`src/rtl/crc_arbiter.sv`:
```
// Two-requester round-robin front end for a shared CRC engine: grants one frame at a
// time, streams its words into the engine and presents the captured checksum and length.
module crc_arbiter #(
    parameter int DATA_WIDTH = 16,
    parameter int CRC_WIDTH  = 8
) (
    input  logic                  clk,
    input  logic                  reset_n,
    input  logic [1:0]            req_valid,
    input  logic [DATA_WIDTH-1:0] req_data0,
    input  logic [DATA_WIDTH-1:0] req_data1,
    input  logic [1:0]            req_last,
    output logic [1:0]            req_ready,
    output logic                  crc_clr,
    output logic                  crc_en,
    output logic [DATA_WIDTH-1:0] crc_data,
    input  logic [CRC_WIDTH-1:0]  crc_result,
    output logic                  res_valid,
    input  logic                  res_ready,
    output logic                  res_id,
    output logic [CRC_WIDTH-1:0]  res_crc,
    output logic [7:0]            res_len
);

    typedef enum logic [2:0] {IDLE, CLR, STREAM, WAIT, RESULT} state_t;

    state_t                state, state_next;
    logic                  grant, grant_next;
    logic                  last_grant;
    logic [7:0]            count;
    logic                  sel_valid, sel_last, accept;
    logic [DATA_WIDTH-1:0] sel_data;

    assign sel_valid = grant ? req_valid[1] : req_valid[0];
    assign sel_last  = grant ? req_last[1]  : req_last[0];
    assign sel_data  = grant ? req_data1    : req_data0;

    always_comb begin
        state_next = state;
        grant_next = grant;
        req_ready  = 2'b00;
        crc_clr    = 1'b0;
        crc_en     = 1'b0;
        crc_data   = '0;
        res_valid  = 1'b0;
        accept     = 1'b0;
        case (state)
            IDLE: begin
                // On contention the requester not served last wins; otherwise whoever asks.
                if (|req_valid) begin
                    grant_next = (req_valid == 2'b11) ? ~last_grant : req_valid[1];
                    state_next = CLR;
                end
            end
            CLR: begin
                crc_clr    = 1'b1;
                state_next = STREAM;
            end
            STREAM: begin
                req_ready = grant ? 2'b10 : 2'b01;
                crc_en    = sel_valid;
                crc_data  = sel_data;
                accept    = sel_valid;
                if (sel_valid && sel_last) begin
                    state_next = WAIT;
                end
            end
            WAIT: begin
                state_next = RESULT;
            end
            RESULT: begin
                res_valid = 1'b1;
                if (res_ready) begin
                    state_next = IDLE;
                end
            end
            default: begin
                state_next = IDLE;
            end
        endcase
    end

    // The engine checksum settles during WAIT, so the result is captured on leaving it.
    always_ff @(posedge clk or negedge reset_n) begin
        if (!reset_n) begin
            state      <= IDLE;
            grant      <= 1'b0;
            last_grant <= 1'b1;
            count      <= 8'd0;
            res_id     <= 1'b0;
            res_crc    <= '0;
            res_len    <= 8'd0;
        end else begin
            state <= state_next;
            grant <= grant_next;
            if (state == CLR) begin
                count <= 8'd0;
            end else if (accept && (count != 8'hFF)) begin
                count <= count + 8'd1;
            end
            if (state == WAIT) begin
                res_crc <= crc_result;
                res_len <= count;
                res_id  <= grant;
            end
            if ((state == RESULT) && res_ready) begin
                last_grant <= grant;
            end
        end
    end

endmodule

```
`config.mk`:
```
export PLATFORM = sky130hd
export DESIGN_NAME = crc_arbiter
export DESIGN_NICKNAME = d
export VERILOG_FILES = /design/src/rtl/crc_arbiter.sv
export SDC_FILE = /design/constraint.sdc
export NUM_CORES = 1
export LEC_CHECK = 0
export ABC_AREA = 1
export CELL_PAD_IN_SITES_DETAIL_PLACEMENT = 1
export CELL_PAD_IN_SITES_GLOBAL_PLACEMENT = 1
export CORE_MARGIN = 2
export CORE_UTILIZATION = 27
export CTS_CLUSTER_SIZE = 28
export DETAILED_ROUTE_END_ITERATION = 8
export GPL_TIMING_DRIVEN = 0
export MAX_ROUTING_LAYER = met4
export PLACE_DENSITY_LB_ADDON = 0.12
export RECOVER_POWER = 100
export SYNTH_ARGS = -nofsm -noshare
export SYNTH_HDL_FRONTEND = slang
export SYNTH_SLANG_ARGS = --single-unit
```
`constraint.sdc`:
```
create_clock -name clk -period 1.6 [get_ports clk]
set_input_delay 0.16 -clock clk [delete_from_list [all_inputs] [get_ports clk]]
set_output_delay 0.16 -clock clk [all_outputs]
set_load 0.1 [all_outputs]
```
==> qor.yml <==
status: "finished with violations"
failed_checks: "negative setup slack"
hp-class: "primary input to flip-flop"
met1Wirelength_mm: 2.77
wl_met3_um: 285
clockBufferDepth: 2
power_density_mw_per_mm2: 2180
cpMaxStageDelayCell: "dfrtp_1"
io_pins: 85
grt_pass1_vias: 2071
relSlewSlack: 0.483
final_hold_viol_count: 0
dp_cells: 371
holdWs_ps: 471
setup_violations: 31
dr.pass1.iters: 4
vdd_drop_max_v: 0.00147
fin_tns_setup_ps: -3510
path_class: "flip-flop to output port"
wl_mm: 7.27
ys_seq_elements: 30
grt_max_degree: 31
power_mw: 7.61
final_core_util: 0.596
cts.htree.levels: 2
wl_met2_mm: 4.09
synth.distinct_cells: 22
crit_start: "state[2]"
layout_setup_ws_ps: -209
area_growth_pct: 116
maxCapViolCount: 0
yosysSeqAreaShare: 0.466
path_clk_slew_ps: 70
critical_path_arrival_ps: 1650
fin_cells: 398
core_area_sq_mm: 0.00585
vias: 1871
synth_area_sq_mm: 0.00161
hold_path_startpoint: "crc_result[3]"
gp_congestion: 0.782
fin_skew_ps: 5.02
crit_path_start_kind: "flip-flop"
syn-num-nets: 260
postSynthCellCount: 212
numPortBuffers: 84
crit_chain: "inv_2, nand3_4, inv_4, nand2_4, inv_6, buf_12, buf_12, nand2_4, nand2_8, buf_12"
cts_sinks: 30
crit_required_ps: 1440
drv_slew: 0
final_common_cell: "nand2_1"
overflow: 0
antenna_found_initial: 0
fin_nets: 370
grt_usage: 0.221
final_cell_mix: "55 x nand2_1, 45 x clkdlybuf4s50_1, 30 x nand2_4"
p_leak_nw: 1.68
worstMarginPinSlew_ps: 776
n_fill_cell: 641
antenna_cells: 0
critPathMaxFanout: 5
slowest_delay_ps: 400
worst_setup_path_end_kind: "output port"
crit_buf_inv: 6
cts_tree: "yes"
multi_input_area_sq_mm: 0.00117
start_util: 0.276
fp.dieH_um: 81.3
die_area_sq_mm: 0.00661
drive_gt1_frac: 0.409
routed.top_layer: "met4"
clock_latency_ps: 280
die_x_um: 81.3
syn_avg_cell_area_sq_um: 7.61
timing.rr.start: "state[1]"
root_buffer: "clkbuf_8"
drc: 0
fmax_mhz: 553
fin_crit_sh: 1.13
rsz0062_at_grt: "yes"
cts_buffers: 5
post_drt_wl_per_cell_um: 18.3
dpl.hpwl_mm: 4.13
period_needed_ps: 1810
antenna_left: 0
seqCellArea_sq_um: 754
grt_pass1_wl_mm: 10.7
num_rows: 28
avgViaCountPerCell: 4.70
drt_iter0_markers: 46
ys_warn_count: 0
path_common_cell: "buf_12"
path_delay_family: "buffers and inverters"
cell type report:
type,count,share of cell area
Timing Repair Buffer,102,0.358
Multi-Input combinational cell,160,0.335
Sequential cell,30,0.216
Tap cell,75,0.0269
Clock buffer,8,0.0230
Inverter,18,0.0230
Buffer,5,0.0183
synth_stat cells, drive strengths merged:
library cell  number  share of area
clkbuf             2         0.0047
nand3             14          0.050
dfrtp             29           0.45
ha                 1         0.0078
buf                3          0.014
nor3               2         0.0093
inv               18          0.042
mux2              11          0.077
nand2            103           0.24
xor2               1         0.0054
nand4              3          0.012
dfstp              1          0.016
nor2              11          0.030
a21oi              1         0.0031
o21ai             11          0.034
o21a               1         0.0047
report_power, final:
part | internal [mW] | switching (mW) | leakage [nW]
Clock | 0.309 | 0.289 | 0.0395
Sequential | 1.01 | 0.179 | 0.385
Combinational | 1.92 | 3.91 | 1.25
registers in the layout (all words and copies together) (netlist names):
| name | count |
|---|---|
| count | 8 |
| grant | 1 |
| last_grant | 1 |
| res_crc | 8 |
| res_id | 1 |
| res_len | 8 |
| state | 3 |
kinds of logic (layout without fill, tap and decap cells):
family | after synthesis | after routing | share of synthesized area
xor+xnor | 1 | 1 | 0.00543
mux | 11 | 11 | 0.0767
buf+inv | 23 | 133 | 0.0605
fa+ha+maj | 1 | 1 | 0.00775
simple gates | 133 | 134 | 0.342
compound gates | 13 | 13 | 0.0419
flops | 30 | 30 | 0.466
stage by stage:
stage / setup WS (ps) / instance area (sq um)
after floorplan: -282 / 1870
after global placement: -1020 / 2810
after detailed placement: -1020 / 2800
after CTS: -132 / 3400
after global routing: -271 / 3490
final: -209 / 3490
final timing paths:
kind                          endpoint  slack (ps)  cells after the start
min                         res_crc[3]         470                      2
min in group asynchronous     count[6]         500                      2
min reg2reg                 res_len[7]         480                      2
max reg2reg                 res_crc[2]         -70                      5
max                        crc_data[8]        -210                     10
max in group asynchronous     state[1]         570                      2
layer usage:
metal  up-vias  track usage
met2        44        0.414
met1       923        0.239
met5         -            -
met3        12       0.0456
met4         0       0.0492
li1        892            -
repair_timing:
item / 4_1_cts / 5_1_grt
buffers inserted: 13 / 3
pin swaps: 8 / 10
hold buffers: 1 / 0
endpoints found under the setup margin: 38 / 43
resized for setup: 267 / 29
hold endpoints to repair: 29 / 0
gates cloned: 2 / 1
Note: power is estimated with default switching activity, not from simulation.
